File: config.mk
export PLATFORM = sky130hd
export DESIGN_NAME = seg_595_scan_multi
export DESIGN_NICKNAME = d
export VERILOG_FILES = /design/src/rtl/seg_595_scan_multi.sv
export SDC_FILE = /design/constraint.sdc
export NUM_CORES = 1
export LEC_CHECK = 0
export BUFFER_PORTS_ARGS = -buffer_cell sky130_fd_sc_hd__buf_4
export CAP_MARGIN = 20
export CORE_MARGIN = 5
export CORE_UTILIZATION = 65
export DETAILED_ROUTE_END_ITERATION = 10
export PLACE_DENSITY = 0.92
export SLEW_MARGIN = 20
export SYNTH_ARGS = -nofsm -noshare
export SYNTH_HDL_FRONTEND = slang
export SYNTH_SLANG_ARGS = --single-unit
export TNS_END_PERCENT = 100
File: constraint.sdc
create_clock -name sys_clk -period 7.56 [get_ports sys_clk]
set_clock_uncertainty 0.1 [all_clocks]
set_input_delay 0.378 -clock sys_clk [delete_from_list [all_inputs] [get_ports sys_clk]]
set_output_delay 0.378 -clock sys_clk [all_outputs]
set_load 0.05 [all_outputs]
File: src/rtl/seg_595_scan_multi.sv
// Dynamic-scan seven-segment driver for a 74HC595 chain. A free-running
// double-dabble turns the binary input into BCD, and one digit frame is sent per scan slot.
module seg_595_scan_multi #(
    parameter int NUM_DIG  = 6,
    parameter int DATA_W   = 20,
    parameter int SCAN_CNT = 50_000,
    parameter int CLK_DIV  = 2
) (
    input  logic               sys_clk,
    input  logic               sys_rst,
    input  logic [DATA_W-1:0]  data,
    input  logic [NUM_DIG-1:0] point,
    input  logic               sign,
    input  logic               seg_en,
    input  logic               lz_blank,
    output logic               ds,
    output logic               shcp,
    output logic               stcp,
    output logic               oe
);
    localparam int F     = 8 + NUM_DIG;
    localparam int BCD_W = 4 * NUM_DIG;
    localparam int CNT_W = $clog2(SCAN_CNT);
    localparam int DIG_W = (NUM_DIG > 1) ? $clog2(NUM_DIG) : 1;
    localparam int DIV_W = $clog2(2 * CLK_DIV);
    localparam int BIT_W = $clog2(F + 2);
    localparam int SH_W  = $clog2(DATA_W + 1);

    function automatic logic [63:0] max_value(input int n);
        logic [63:0] v;
        v = 64'd1;
        for (int j = 0; j < n; j++) v = v * 64'd10;
        return v - 64'd1;
    endfunction

    localparam logic [63:0] MAX_VAL = max_value(NUM_DIG);

    function automatic logic [7:0] seg_code(input logic [3:0] d);
        case (d)
            4'd0:    seg_code = 8'hC0;
            4'd1:    seg_code = 8'hF9;
            4'd2:    seg_code = 8'hA4;
            4'd3:    seg_code = 8'hB0;
            4'd4:    seg_code = 8'h99;
            4'd5:    seg_code = 8'h92;
            4'd6:    seg_code = 8'h82;
            4'd7:    seg_code = 8'hF8;
            4'd8:    seg_code = 8'h80;
            4'd9:    seg_code = 8'h90;
            default: seg_code = 8'hFF;
        endcase
    endfunction

    typedef enum logic [1:0] {S_IDLE, S_LOAD, S_SHIFT, S_DONE} state_t;

    state_t             r_state;
    state_t             w_state_nxt;
    logic               w_load, w_shift, w_done;
    logic [DATA_W-1:0]  r_bin;
    logic [BCD_W-1:0]   r_work, w_adj, r_bcd;
    logic [SH_W-1:0]    r_sh_cnt;
    logic               r_ovf_cap, r_ovf;

    logic [CNT_W-1:0]   r_cnt;
    logic [DIG_W-1:0]   r_dig;
    logic [DIV_W-1:0]   r_div;
    logic [BIT_W-1:0]   r_bit;
    logic [F-1:0]       r_frame, w_frame;
    logic [3:0]         w_dig;
    logic               w_lz_zero, w_pt, w_ds_bit;
    logic [7:0]         w_seg;
    logic [NUM_DIG-1:0] w_sel;
    logic               r_ds, r_shcp, r_stcp, r_oe;

    // converter state register
    always_ff @(posedge sys_clk or posedge sys_rst) begin
        if (sys_rst) r_state <= S_IDLE;
        else         r_state <= w_state_nxt;
    end

    // converter next state
    always_comb begin
        w_state_nxt = r_state;
        case (r_state)
            S_IDLE:  w_state_nxt = S_LOAD;
            S_LOAD:  w_state_nxt = S_SHIFT;
            S_SHIFT: w_state_nxt = (r_sh_cnt == SH_W'(DATA_W - 1)) ? S_DONE : S_SHIFT;
            S_DONE:  w_state_nxt = S_IDLE;
            default: w_state_nxt = S_IDLE;
        endcase
    end

    // converter decode and add-3 correction of every BCD nibble
    always_comb begin
        w_load  = 1'b0;
        w_shift = 1'b0;
        w_done  = 1'b0;
        case (r_state)
            S_LOAD:  w_load  = 1'b1;
            S_SHIFT: w_shift = 1'b1;
            S_DONE:  w_done  = 1'b1;
            default: w_load  = 1'b0;
        endcase
        w_adj = r_work;
        for (int j = 0; j < NUM_DIG; j++)
            w_adj[4*j +: 4] = (r_work[4*j +: 4] >= 4'd5) ? r_work[4*j +: 4] + 4'd3 : r_work[4*j +: 4];
    end

    // converter datapath; the display only ever sees r_bcd/r_ovf
    always_ff @(posedge sys_clk or posedge sys_rst) begin
        if (sys_rst) begin
            r_bin     <= '0;
            r_work    <= '0;
            r_sh_cnt  <= '0;
            r_ovf_cap <= 1'b0;
            r_bcd     <= '0;
            r_ovf     <= 1'b0;
        end else if (w_load) begin
            r_bin     <= data;
            r_work    <= '0;
            r_sh_cnt  <= '0;
            r_ovf_cap <= (64'(data) > MAX_VAL);
        end else if (w_shift) begin
            r_work    <= {w_adj[BCD_W-2:0], r_bin[DATA_W-1]};
            r_bin     <= {r_bin[DATA_W-2:0], 1'b0};
            r_sh_cnt  <= r_sh_cnt + SH_W'(1);
        end else if (w_done) begin
            r_bcd     <= r_work;
            r_ovf     <= r_ovf_cap;
        end else begin
            r_bcd     <= r_bcd;
        end
    end

    // segment code of the digit currently being scanned
    always_comb begin
        w_dig     = 4'd0;
        w_lz_zero = 1'b1;
        for (int j = 0; j < NUM_DIG; j++) begin
            w_dig     = (DIG_W'(j) == r_dig) ? r_bcd[4*j +: 4] : w_dig;
            w_lz_zero = w_lz_zero & ~((DIG_W'(j) >= r_dig) && (r_bcd[4*j +: 4] != 4'd0));
        end
        if (!seg_en)                                         w_seg = 8'hFF;
        else if (r_ovf)                                      w_seg = 8'hBF;
        else if (sign && (r_dig == DIG_W'(NUM_DIG - 1)))     w_seg = 8'hBF;
        else if (lz_blank && (r_dig != '0) && w_lz_zero)     w_seg = 8'hFF;
        else                                                 w_seg = seg_code(w_dig);
        w_pt     = seg_en & point[r_dig];
        w_sel    = NUM_DIG'(1) << r_dig;
        w_frame  = {w_seg & ~{w_pt, 7'b0}, w_sel};
        w_ds_bit = (r_cnt == '0) ? w_frame[F-1] : r_frame[F-1];
    end

    // slot counter, digit index and bit timing counters
    always_ff @(posedge sys_clk or posedge sys_rst) begin
        if (sys_rst) begin
            r_cnt <= '0;
            r_dig <= '0;
            r_div <= '0;
            r_bit <= '0;
        end else if (r_cnt == CNT_W'(SCAN_CNT - 1)) begin
            r_cnt <= '0;
            r_div <= '0;
            r_bit <= '0;
            r_dig <= (r_dig == DIG_W'(NUM_DIG - 1)) ? '0 : r_dig + DIG_W'(1);
        end else begin
            r_cnt <= r_cnt + CNT_W'(1);
            if (r_div == DIV_W'(2 * CLK_DIV - 1)) begin
                r_div <= '0;
                r_bit <= (r_bit == BIT_W'(F + 1)) ? r_bit : r_bit + BIT_W'(1);
            end else begin
                r_div <= r_div + DIV_W'(1);
            end
        end
    end

    // frame shift register and registered 595 pins; bit 0 comes straight from w_frame at count 0
    always_ff @(posedge sys_clk or posedge sys_rst) begin
        if (sys_rst) begin
            r_frame <= '0;
            r_ds    <= 1'b0;
            r_shcp  <= 1'b0;
            r_stcp  <= 1'b0;
            r_oe    <= 1'b1;
        end else begin
            r_oe <= 1'b0;
            if (r_cnt == '0)                              r_frame <= w_frame;
            else if (r_div == DIV_W'(2 * CLK_DIV - 1))    r_frame <= {r_frame[F-2:0], 1'b0};
            else                                          r_frame <= r_frame;
            if (r_bit < BIT_W'(F)) begin
                r_ds   <= w_ds_bit;
                r_shcp <= (r_div >= DIV_W'(CLK_DIV));
                r_stcp <= 1'b0;
            end else if ((r_bit == BIT_W'(F)) && (r_div < DIV_W'(CLK_DIV))) begin
                r_ds   <= 1'b0;
                r_shcp <= 1'b0;
                r_stcp <= 1'b1;
            end else begin
                r_ds   <= 1'b0;
                r_shcp <= 1'b0;
                r_stcp <= 1'b0;
            end
        end
    end

    assign ds   = r_ds;
    assign shcp = r_shcp;
    assign stcp = r_stcp;
    assign oe   = r_oe;
endmodule

Yosys cells after proc, flatten, opt, wreduce, memory -nomap -nowiden
Memory sizes are Yosys's and may differ from the RTL's.
Index checks and enable logic that the tools add are counted.
- shift-type cells: 1
- bitwise gates (word level): 16
- mux-type cells: 43
- multipliers: 0
- divide/modulo/power cells: 0
- add/subtract/negate cells: 11
- equal/unequal tests: 15
- reduce and logical (&&, ||, !) cells: 25
- order comparisons: 17
- operators by type and width (cell ; count):
    two-way mux 4 bit ; 14
    two-way mux 24 bit ; 2
    two-way mux 20 bit ; 2
    two-way mux 8 bit ; 4
    two-way mux 14 bit ; 2
    >= comparator 4 x 3 -> 1 bit, second input constant ; 6
    nonzero test 4 bit ; 6
    adder 4 x 2 -> 4 bit, second input constant ; 5
    > comparator 20 bit, second input constant ; 1
    adder 16 x 1 -> 16 bit, second input constant ; 1
    equality test 16 bit, second input constant ; 1
    logical NOT 16 bit ; 1
    two-way mux 16 bit ; 1
    logical AND 1 bit ; 10
    two-way mux 1 bit ; 10
    two-way mux 5 bit ; 2
    AND 8 bit ; 1
    equality test 4 bit, second input constant ; 2
    NOT 1 bit ; 8
    NOT 8 bit ; 1
    case mux 2 bit (4 select lines) ; 1
    AND 1 bit ; 6
    equality test 2 bit, second input constant ; 3
    equality test 2 x 3 -> 1 bit, first input constant ; 2
    28 further kinds ; 36
- output and inout port bits: 4
- word-level logic and storage cells: 145
- memories: 1
- flip-flop bits (word level): 120
- latch bits: 0
- bits in writable memories: 0
- ROM bits: 112
- memory list (name ; depth ; bits a word ; rd ports ; clocked after Yosys merged registers in ; write ports ; line ; source):
    (name not given) ; 16 ; 7 ; 1 ; 0 ; 0 ; 39 ; case (d)

Longest topological paths before layout
- depth in word-level cells: 16
- depth in mapped cells: 11
- depth with buffers taken out: 10

Least setup slack after synthesis
Ideal clock, no wire load.
- path kind: reg2reg
- start: register r_dig[0]
- end: register r_frame[12]
- stages on the path, launching flop included: 12
- path buffers: 2
- setup time: 130 ps
- required time: 7330 ps
- arrival: 2522 ps
- period minus slack after synthesis: 2752 ps
- setup slack: 4808 ps
- cells stage by stage: dfrtp_1 -> buf_2 -> inv_1 -> ha_1 -> clkbuf_1 -> a311oi_1 -> o311a_1 -> inv_2 -> ha_1 -> mux2_4 -> a211oi_2 -> o22ai_1
- longest elaborated chain between the ends: 15
- elaborated cells between the ends (all ways): 47
- those cells by class: order compare (6); eq/ne (6); mux (11); bitwise (12); reduce/logical (11); memory (1)
- RTL lines (item ; line ; source):
    start, declared ; 65 ; logic [DIG_W-1:0] r_dig;
    start signal, assigned ; 165 ; r_dig <= (r_dig == DIG_W'(NUM_DIG - 1)) ? '0 : r_dig + DIG_W'(1);
    branches (longest 10 deep; another with memory (16 x 7 bit)) ; - ;
    two-way mux 8 bit * ; 145 ; else if (sign && (r_dig == DIG_W'(NUM_DIG - 1))) w_seg = 8'hBF;
    two-way mux 8 bit * ; 144 ; else if (r_ovf) w_seg = 8'hBF;
    two-way mux 8 bit * ; 143 ; if (!seg_en) w_seg = 8'hFF;
    AND 8 bit * ; 150 ; w_frame = {w_seg & ~{w_pt, 7'b0}, w_sel};
    two-way mux 14 bit * ; 187 ; if (r_cnt == '0) r_frame <= w_frame;
    end signal, assigned ; 187 ;
    end signal, assigned ; 188 ; else if (r_div == DIV_W'(2 * CLK_DIV - 1)) r_frame <= {r_frame[F-2:0], 1'b0};
    end signal, assigned ; 189 ; else r_frame <= r_frame;
    end, declared ; 68 ; logic [F-1:0] r_frame, w_frame;
Mark *: on every way between the ends.
A chain may end at the register's enable or synchronous reset.

Worst setup path after layout
- start: register r_dig[0]
- end: register r_frame[11]
Same word-level chain as after synthesis.

==> flow_summary_export.csv <==
group,metric,value,unit
global_route,grt_use_total,26.1,%
yosys,synth_ff_type,"dfrtp_1",
sta,finalCritPeriodShare,41.9,%
sta,rsz0062_at_grt,"no",
route,dr.first_iter.drc_count,423,
global_route,gr-total-overflow,0,
global_route,antenna_found_initial,0,
route,wl_per_cell,18.2,um
power_and_ir_drop,ir_drop,0.193,mV
global_route,grt_max_degree,75,
setup_path,path_class,"reg2reg",
power_and_ir_drop,clockPowerShare,46.2,%
route,drtAntennaViolNets,0,
sta,drv_slew,0,
route,wl,14.2,mm
die,die_height,108,um
power_and_ir_drop,p_total,1.72,mW
setup_path,end_kind,"register",
die,ioPinCount,35,
yosys,synth-edff-count,0,
global_route,grt_pass1_wl,24.1,mm
yosys,syn_area,6270,um2
yosys,syn_nets,671,
yosys,synthCells,611,
finish,nets,699,
sta,hold_slack,58.0,ps
place,dp.cells,747,
sta,relSlewSlack,40.0,%
clocking,cts-root-buf,"clkbuf_8",
die,fp.dieW,108,um
sta,finalHoldViolCount,0,
route,drc,0,
clocking,ctsHoldBuffers,2,
route,dr.pass1.iters,5,
sta,worst_pin_slew,899,ps
place,port_buffers,34,
finish,final_layout_size_suffix_gt1_share,17.0,%
power_and_ir_drop,seqPwrFrac,42.9,%
sta,finalSetupViolations,0,
clocking,numCtsBuffers,17,
yosys,async_flop_share,100,%
clocking,clk_latency,530,ps
power_and_ir_drop,p_per_area,240,nW/um2
power_and_ir_drop,p_sw,0.426,mW
finish,diodes,0,
finish,fin_cells,781,
yosys,yosys_register_bits,120,
finish,area_growth_syn_to_layout,14.7,%
outcome,status,"complete, no violations",
sta,max_freq,316,MHz
clocking,clkTransAtPathRegs,60,ps
route,via_count,4807,
sta,min_period,3160,ps
die,start_util,67.2,%
clocking,cts_tree,"done",
die,dieArea,11700,um2
worst_hold_path,hold_class,"in2reg",
setup_path,start_kind,"register",
setup_path,worstPathArrival,3450,ps
global_route,grt_pass1_vias,5000,
setup_path,critPathRequiredTime,7840,ps
sta,setup-tns-final,0,ps
clocking,cts_buffer_depth,2,
clocking,cts_setup_buffers,0,
die,rows,35,
setup_path,path_max_fanout,19,
place,dp_hpwl,8.93,mm
yosys,synth_seq_area_share,47.9,%
clocking,numClockSinks,120,
die,core_area,9330,um2
power_and_ir_drop,leakage,3.15,nW
yosys,yosysWarnings,0,
clocking,post_cts_resized,0,
place,gp_congestion,0.903,
run,cap_violations,0,
yosys,synth_cell_types,62,
power_and_ir_drop,power.internal,1.30,mW
clocking,htreeDepth,4,
yosys,avgSynthCellArea,10.3,um2
route,vias_per_cell,6.15,
power_and_ir_drop,swShare,24.7,%
power_and_ir_drop,power_frac_comb,10.9,%
final cells by class:
cell class,instances,area (um2)
clock inverter,6,86.3
fill,569,2140
sequential,120,3000
clock buffer,26,498
tap,129,161
multi-input combinational,418,2980
timing repair buffer,39,298
inverter,43,164
logic make-up after synthesis:
group / count (synthesis) / share of synthesized area (%)
adder cells (fa/ha/maj): 29 / 5.79
other: 1 / 0.0598
AO/OA/AOI/OAI: 136 / 13.9
multiplexers: 58 / 10.1
flip-flops: 120 / 47.9
XOR/XNOR: 27 / 3.77
buffers and inverters: 73 / 4.63
AND/OR/NAND/NOR: 167 / 13.8
metrics by stage:
stage	cell area, um2	setup slack [ps]	utilization [%]
floorplan	6270	3900	-
global placement	6580	4640	70.6
detailed placement	6580	4500	70.6
CTS	7190	4440	77.0
global route	7190	4170	77.1
finish	7190	4400	77.1
synthesized netlist by cell type (2+ instances only):
master	n	area (um2)
o21ai_1	9	45.0
o32ai_1	4	35.0
inv_2	3	11.3
clkbuf_1	14	52.6
a32o_1	3	30.0
nand2b_1	9	56.3
mux2i_1	28	280
nor2_1	51	191
and2_1	3	18.8
o311a_1	2	20.0
o21ai_0	19	95.1
a311oi_1	2	17.5
o31ai_1	6	45.0
and3b_1	7	61.3
a31oi_1	5	31.3
nor3b_1	2	15.0
a21oi_1	41	205
a211oi_1	5	37.5
nand3b_1	5	37.5
ha_1	29	363
nand3_1	16	80.1
nor2b_1	5	31.3
xor2_1	11	96.3
nand2_1	30	113
o211ai_1	4	30.0
dfrtp_1	119	2980
o22ai_1	19	119
buf_1	8	30.0
buf_2	7	35.0
inv_1	40	150
nand4_1	7	43.8
o31a_1	5	43.8
and3_1	5	31.3
a21o_1	2	15.0
nor4_1	7	43.8
nor3_1	11	55.1
xnor2_1	16	140
a22oi_1	2	15.0
mux2_2	27	304
metal layers:
layer  vias to the layer above  share of wire (%)  routed length [um]  GRT usage [%]
li1                       2225                  -                   -              -
met1                      2364                 42                5970           33.7
met2                       174                 50                7110           42.8
met3                        44                5.3                 752           5.19
met4                         0                2.5                 353           11.7
met5                         -                  0                   0              0
flip-flops by register name, indices dropped and copies added, names as in the netlist, 2 cells and up:
register and flops:
r_bcd 24, r_work 24, r_bin 20, r_cnt 16, r_frame 14, r_sh_cnt 5, r_bit 4, r_dig 3
r_div 2, r_state 2
final timing paths:
| path | slack, ps | cells after the start | start | end |
|---|---|---|---|---|
| worst max register to register | 4400 | 8 | r_dig[0]$_DFFE_PP0N_ | r_frame[11]$_DFFE_PP0P_ |
| min in group asynchronous | 380 | 3 | sys_rst | r_cnt[4]$_DFF_PP0_ |
| worst min-delay path | 60 | 3 | data[4] | r_bin[4]$_DFFE_PP0P_ |
| worst min register to register | 390 | 2 | r_bin[19]$_DFFE_PP0P_ | r_work[0]$_DFFE_PP0P_ |
| worst max-delay path | 4400 | 8 | r_dig[0]$_DFFE_PP0N_ | r_frame[11]$_DFFE_PP0P_ |
| max in group asynchronous | 5650 | 4 | sys_rst | r_bcd[12]$_DFFE_PP0P_ |
critical path: stages (launching register included):
cell and delay, ps:
dfrtp_1 730, inv_1 210, ha_1 400, and3b_1 230, o21ai_0 200, o311a_1 470, a21boi_2 160, nor4_1 380
o32ai_1 140
cells in the final DEF, fill, tap and decap left out, drive strengths merged, types with 4 or more instances in the layout:
master,n
a31oi,5
xnor2,16
nand4,7
a211oi,6
dfrtp,119
o32ai,4
nand3,16
nor3,12
mux2,29
o31ai,6
o22ai,19
mux2i,28
xor2,11
nor2b,5
o21ai,28
and3,5
buf,37
nor2,51
nand3b,5
nor4,8
nand2b,10
o211ai,4
nand2,30
inv,44
clkbuf,26
ha,29
o31a,5
and3b,7
a21oi,41
power groups by stage:
| stage | Clock [mW] | Combinational [mW] | Sequential [mW] |
|---|---|---|---|
| floorplan | 0 | 0.143 | 0.726 |
| global placement | 0 | 0.168 | 0.743 |
| detailed placement | 0 | 0.180 | 0.745 |
| CTS | 0.800 | 0.186 | 0.736 |
| global route | 0.831 | 0.205 | 0.742 |
| finish | 0.795 | 0.188 | 0.739 |
Note: power is estimated with default switching activity, not from simulation.
